`config.mk`:
```
export PLATFORM = sky130hd
export DESIGN_NAME = fetch_unit
export DESIGN_NICKNAME = d
export VERILOG_FILES = /design/src/rtl/fetch_unit.sv
export SDC_FILE = /design/constraint.sdc
export NUM_CORES = 1
export LEC_CHECK = 0
export CAP_MARGIN = 20
export CORE_UTILIZATION = 31
export DETAILED_ROUTE_END_ITERATION = 10
export GPL_TIMING_DRIVEN = 0
export SYNTH_ARGS = -nofsm -noshare
export SYNTH_HDL_FRONTEND = slang
export SYNTH_SLANG_ARGS = --single-unit
```
`constraint.sdc`:
```
create_clock -name clk -period 3.6 [get_ports clk]
set_clock_uncertainty 0.2 [all_clocks]
set_input_delay 0.72 -clock clk [delete_from_list [all_inputs] [get_ports clk]]
set_output_delay 0.72 -clock clk [all_outputs]
set_load 0.05 [all_outputs]
```
`src/rtl/fetch_unit.sv`:
```
// fetch_unit: instruction fetch stage feeding Decode.
//
// Issues one aligned 64-bit line read at a time, splits the returned line into
// two 32-bit instructions and hands them to Decode one per accepted handshake.
// Redirects from later stages retarget fetch and any stale in-flight response
// is absorbed without being presented.
//
// Ports:
//   clk                      clock, all state changes on the rising edge
//   reset                    synchronous, active-low
//   bus_req / bus_addr       read request and aligned line address (registered)
//   bus_resp_valid/_data     response strobe and returned line
//   redirect_valid/_pc       new fetch PC from a taken branch or jump
//   stage1_valid             instruction/PC pair below is meaningful (registered)
//   stage1_instruction_bits  instruction presented to Decode (registered)
//   stage1_pc                address of stage1_instruction_bits (registered)
//   decode_ready             Decode accepts the presented instruction this cycle
module fetch_unit #(
  parameter int unsigned BUS_DATA_WIDTH = 64,
  parameter logic [63:0] RESET_PC       = 64'h0
) (
  input  logic                        clk,
  input  logic                        reset,
  output logic                        bus_req,
  output logic [63:0]                 bus_addr,
  input  logic                        bus_resp_valid,
  input  logic [BUS_DATA_WIDTH-1:0]   bus_resp_data,
  input  logic                        redirect_valid,
  input  logic [63:0]                 redirect_pc,
  output logic                        stage1_valid,
  output logic [BUS_DATA_WIDTH/2-1:0] stage1_instruction_bits,
  output logic [63:0]                 stage1_pc,
  input  logic                        decode_ready
);

  localparam int unsigned INST_W    = BUS_DATA_WIDTH / 2;
  localparam logic [63:0] LINE_MASK = ~64'h7;
  localparam logic [63:0] INST_MASK = ~64'h3;
  localparam logic [63:0] INST_STEP = 64'd4;
  localparam logic [63:0] LINE_STEP = 64'd8;

  typedef enum logic [1:0] {
    IDLE    = 2'd0,
    FETCH   = 2'd1,
    DRAIN   = 2'd2,
    DISCARD = 2'd3
  } state_t;

  state_t                    state;
  state_t                    nxt_state;
  logic [63:0]               fetch_pc;
  logic [63:0]               nxt_fetch_pc;
  logic [63:0]               line_base;
  logic [63:0]               nxt_line_base;
  logic [BUS_DATA_WIDTH-1:0] line;
  logic [BUS_DATA_WIDTH-1:0] nxt_line;
  logic                      slot0_v;
  logic                      nxt_slot0_v;
  logic                      slot1_v;
  logic                      nxt_slot1_v;

  logic                      transfer;
  logic                      nxt_stage1_valid;
  logic [INST_W-1:0]         nxt_inst;
  logic [63:0]               nxt_pc;

  // A transfer is only possible while an instruction is actually presented.
  assign transfer = stage1_valid & decode_ready;

  // Next-state and next-register computation; redirect dominates outside IDLE.
  always_comb begin
    nxt_state     = state;
    nxt_fetch_pc  = fetch_pc;
    nxt_line_base = line_base;
    nxt_line      = line;
    nxt_slot0_v   = slot0_v;
    nxt_slot1_v   = slot1_v;

    unique case (state)
      IDLE: begin
        nxt_state = FETCH;
      end

      FETCH: begin
        if (redirect_valid) begin
          nxt_fetch_pc = redirect_pc & INST_MASK;
          nxt_slot0_v  = 1'b0;
          nxt_slot1_v  = 1'b0;
          // A response arriving now is dropped; otherwise it is still owed.
          nxt_state    = bus_resp_valid ? FETCH : DISCARD;
        end else if (bus_resp_valid) begin
          nxt_line      = bus_resp_data;
          nxt_line_base = bus_addr;
          nxt_slot0_v   = ~fetch_pc[2];
          nxt_slot1_v   = 1'b1;
          nxt_state     = DRAIN;
        end
      end

      DRAIN: begin
        if (redirect_valid) begin
          // A same-cycle transfer still counts; nothing else from this line.
          nxt_fetch_pc = redirect_pc & INST_MASK;
          nxt_slot0_v  = 1'b0;
          nxt_slot1_v  = 1'b0;
          nxt_state    = FETCH;
        end else if (transfer) begin
          if (slot0_v) begin
            nxt_slot0_v = 1'b0;
          end else begin
            nxt_slot1_v = 1'b0;
          end
          // Last valid slot consumed: move on to the next sequential line.
          if (!(slot0_v && slot1_v)) begin
            nxt_fetch_pc = line_base + LINE_STEP;
            nxt_state    = FETCH;
          end
        end
      end

      DISCARD: begin
        if (redirect_valid) begin
          nxt_fetch_pc = redirect_pc & INST_MASK;
          nxt_slot0_v  = 1'b0;
          nxt_slot1_v  = 1'b0;
        end
        // The owed response retires the outstanding request, even alongside
        // a redirect, so fetch can never wait on a response already consumed.
        if (bus_resp_valid) begin
          nxt_state = FETCH;
        end
      end

      default: begin
        nxt_state = IDLE;
      end
    endcase
  end

  // Values the registered Decode-side outputs take after this edge.
  always_comb begin
    nxt_stage1_valid = (nxt_state == DRAIN) && (nxt_slot0_v || nxt_slot1_v);
    if (nxt_slot0_v) begin
      nxt_inst = nxt_line[INST_W-1:0];
      nxt_pc   = nxt_line_base;
    end else begin
      nxt_inst = nxt_line[BUS_DATA_WIDTH-1:INST_W];
      nxt_pc   = nxt_line_base + INST_STEP;
    end
  end

  // State and registered outputs.
  always_ff @(posedge clk) begin
    if (!reset) begin
      state                   <= IDLE;
      fetch_pc                <= RESET_PC;
      line_base               <= 64'h0;
      line                    <= '0;
      slot0_v                 <= 1'b0;
      slot1_v                 <= 1'b0;
      bus_req                 <= 1'b0;
      bus_addr                <= RESET_PC & LINE_MASK;
      stage1_valid            <= 1'b0;
      stage1_instruction_bits <= '0;
      stage1_pc               <= 64'h0;
    end else begin
      state        <= nxt_state;
      fetch_pc     <= nxt_fetch_pc;
      line_base    <= nxt_line_base;
      line         <= nxt_line;
      slot0_v      <= nxt_slot0_v;
      slot1_v      <= nxt_slot1_v;
      bus_req      <= (nxt_state == FETCH);
      bus_addr     <= nxt_fetch_pc & LINE_MASK;
      stage1_valid <= nxt_stage1_valid;
      // Instruction/PC hold their last values while nothing is presented.
      if (nxt_stage1_valid) begin
        stage1_instruction_bits <= nxt_inst;
        stage1_pc               <= nxt_pc;
      end
    end
  end

endmodule

```
==> impl_metrics.ini <==
[status]
outcome = completed

[sta]
maxSlewViolCount = 0
relSlewSlack_pct = 23.17
fin_crit_ps = 3478
final-setup-viol-count = 0
rsz0062_at_grt = true
clock.fmax_mhz = 287.5
final.period_utilization_pct = 96.62
hold_viol_final = 0
worst_pin_slew_ps = 1153

[die]
rows = 81
die_area_um2 = 50780
start_util_pct = 31.53
die_h_um = 225.4
ios = 295
die_w_um = 225.4
core_area_um2 = 49050

[worst_setup_path]
ff2ff_setup_slack_ps = 130
crit_slowest_cell = buf_2
arrival_ps = 3750
critical_path.max_stage_delay_ps = 440
reg2reg_depth = 12
critPathMostFrequentCell = buf_2
cp-start-kind = primary input
crit_fanout = 10
path_class = primary input to register
worstPathRequired_ps = 3870
cp-end-kind = register
worstPathCellList = clkdlybuf4s15_2, nand4bb_1, buf_6, buf_8, buf_2, buf_2, nand2_1, a22oi_1, nand4_1, nor3_2, xor2_1, a211oi_1

[routing]
wire_per_inst_um = 23.57
num_vias = 16930
routed_wl_mm = 73.38
ant_nets = 0
route.detailed.drc = 0
first_pass_iters = 5
drt_iter0_drc = 1550
routed_via_density = 5.437

[worst_hold_path]
holdCritPathClass = register to register
worstHoldPathCells = 2

[pwr]
combPwrFrac_pct = 14.7
switching_share_pct = 28.70
clockPowerShare_pct = 45.3
total_power_w = 0.008610
powerDensity_nw_per_um2 = 415.3
p_seq_share_pct = 40.0
p_int_w = 0.006138
irDropWorstVdd_mv = 0.2698
switchingPower_w = 0.002471
leakage_nw = 7.236

[finish]
final_util_pct = 42.27
diodes = 0
fin_area_um2 = 20730
nFillCells = 5163
syn_to_final_growth_pct = 34.07
seqCellArea_um2 = 5846
drive_gt1_share_pct = 8.493
multi_input_area_um2 = 8534
layout.nets = 2557

[yosys]
yosysMostFrequentCell = nand2_1
synth.top_cells.by_count = nand2_1, dfxtp_1, nand3_1, a21oi_1, nor2_1
ys_warn_count = 0
syn_area_um2 = 15460
synth_flop_cell = dfxtp_1
synth_area_per_cell_um2 = 7.424
yosysUniqueCellTypes = 71
async_flop_share_pct = 0
synth_top_area_cell = dfxtp_1
synthTopCellsByArea = dfxtp_1, nand2_1, nand3_1
ys_ff_latch = 292
synth_edf_count = 0
synthesis.instances = 2083
yosysSeqAreaShare_pct = 37.80
synth_top_area_share_pct = 37.80

[global_routing]
grt_max_degree = 20
grt_overflow = 0
grt.total_usage_pct = 28.56
antenna_found_initial = 3
grt_pass1_wl_mm = 107.3
grt_pass1_vias = 16350

[clocking]
cts_num_sinks = 292
worstSkewPairLatency_ps = 570
cts_tree = built
cts_inserted_buffers = 37
clk_pin_slew_ps = 60
htreeDepth = 2
cts_root_buf = clkbuf_16
clk_path_buf_depth = 3

[placed_design]
dp_hpwl_mm = 56.26
gp_congestion = 1.009
portBuffers = 288
placed_area_um2 = 19230

[run]
maxCapViolations = 0
## stage by stage
| stage | TNS (ps) | worst slack (ps) | hold slack (ps) | std cells |
|---|---|---|---|---|
| finish | 0 | 121.5 | 252.9 | 3113 |
| CTS | 0 | 7.657 | 254.9 | 3110 |
| detailed placement | -245470 | -2198 | 246.1 | 3038 |
| floorplan | 0 | 27.78 | 236.6 | 2085 |
| global route | -35.82 | -29.99 | 270.3 | 3113 |
| global placement | -253050 | -2888 | 240.5 | 3037 |
## state kept, by name, summed over array words and instances (netlist names)
| name | count |
|---|---|
| line | 64 |
| slot0_v | 1 |
| bus_req | 1 |
| line_base | 64 |
| stage1_pc | 64 |
| fetch_pc | 62 |
| state | 2 |
| slot1_v | 1 |
| stage1_valid | 1 |
| stage1_instruction_bits | 32 |
## path summary, 6_finish.rpt
path	to	startpoint
setup / recovery	stage1_pc[57]	redirect_valid
hold / removal	stage1_instruction_bits[4]	stage1_instruction_bits[4]
setup reg to reg	stage1_pc[57]	state[0]
hold reg to reg	stage1_instruction_bits[4]	stage1_instruction_bits[4]
## critical path, delay by kind of cell
kind / cells / cell delay [ps]
compound gates: 2 / 530
xor+xnor: 1 / 120
simple gates: 4 / 970
buf+inv: 5 / 1360
## cell families (layout without fill, tap and decap cells)
family                   after synthesis  after routing  share of synthesized area [%]
AO/OA/AOI/OAI                        370            370                          14.91
other                                  1              3                        0.02425
buffers and inverters                242            606                          7.824
multiplexers                          56             56                          3.649
flip-flops                           292            292                          37.80
adder cells (fa/ha/maj)                2              2                         0.1618
XOR/XNOR                             102            102                          5.777
AND/OR/NAND/NOR                     1018           1018                          29.85
## repair_timing
| item | 4_1_cts | 5_1_grt |
|---|---|---|
| hold buffers | 0 | 0 |
| buffers inserted | 7 | 6 |
| endpoints found under the setup margin | 190 | 54 |
| pin swaps | 3 | 4 |
| resized for setup | 37 | 21 |
## layout make-up
cell class	count	share of cell area (%)
Tap cell	664	4.007
Timing Repair Buffer	302	14.50
Clock buffer	54	5.208
Multi-Input combinational cell	1551	41.16
Sequential cell	292	28.19
Inverter	13	0.2354
Buffer	225	5.884
Clock inverter	12	0.8086
## per-layer routing
metal	wire (µm)	vias to the layer above	track usage (%)
met2	32740	799	45.31
li1	-	7863	-
met1	31460	8114	37.62
met5	39	-	0
met4	2517	6	10.14
met3	6628	144	6.728
## cells in the final DEF, fill, tap and decap left out, types with 4 or more instances in the layout
cell	synthesis	final
bufinv_16	0	4
a2111oi_4	2	4
a31oi_1	5	5
nand3_1	213	213
nor3_1	36	35
nand2_1	440	440
nor4_1	23	21
dfxtp_1	292	292
inv_1	13	13
o21ai_0	50	49
and2_1	10	10
o211ai_1	19	19
clkbuf_1	119	118
or2_2	5	5
a211oi_1	24	23
a311o_1	7	7
buf_4	66	76
nand2b_1	4	4
or3_1	10	10
and4_1	9	9
nand4_1	52	52
a21oi_1	182	182
mux2i_1	53	53
nor2_1	170	169
a32oi_1	22	22
clkbuf_8	0	9
buf_12	0	4
clkdlybuf4s50_1	0	286
xnor2_1	54	54
clkbuf_16	0	37
clkinv_2	0	6
xor2_1	48	48
buf_2	30	23
clkbuf_2	1	10
and3_1	24	24
o22ai_1	14	14
o21a_1	9	9
buf_1	11	10
## power groups by stage
stage / logic (W) / registers, W / clock network [W]
after floorplan: 0.000656 / 0.00350 / 0
after detailed placement: 0.00124 / 0.00351 / 0
final: 0.00127 / 0.00344 / 0.00390
after global placement: 0.00123 / 0.00351 / 0
after CTS: 0.00126 / 0.00344 / 0.00396
after global routing: 0.00133 / 0.00345 / 0.00409
Power figures use the tool's default switching activity.
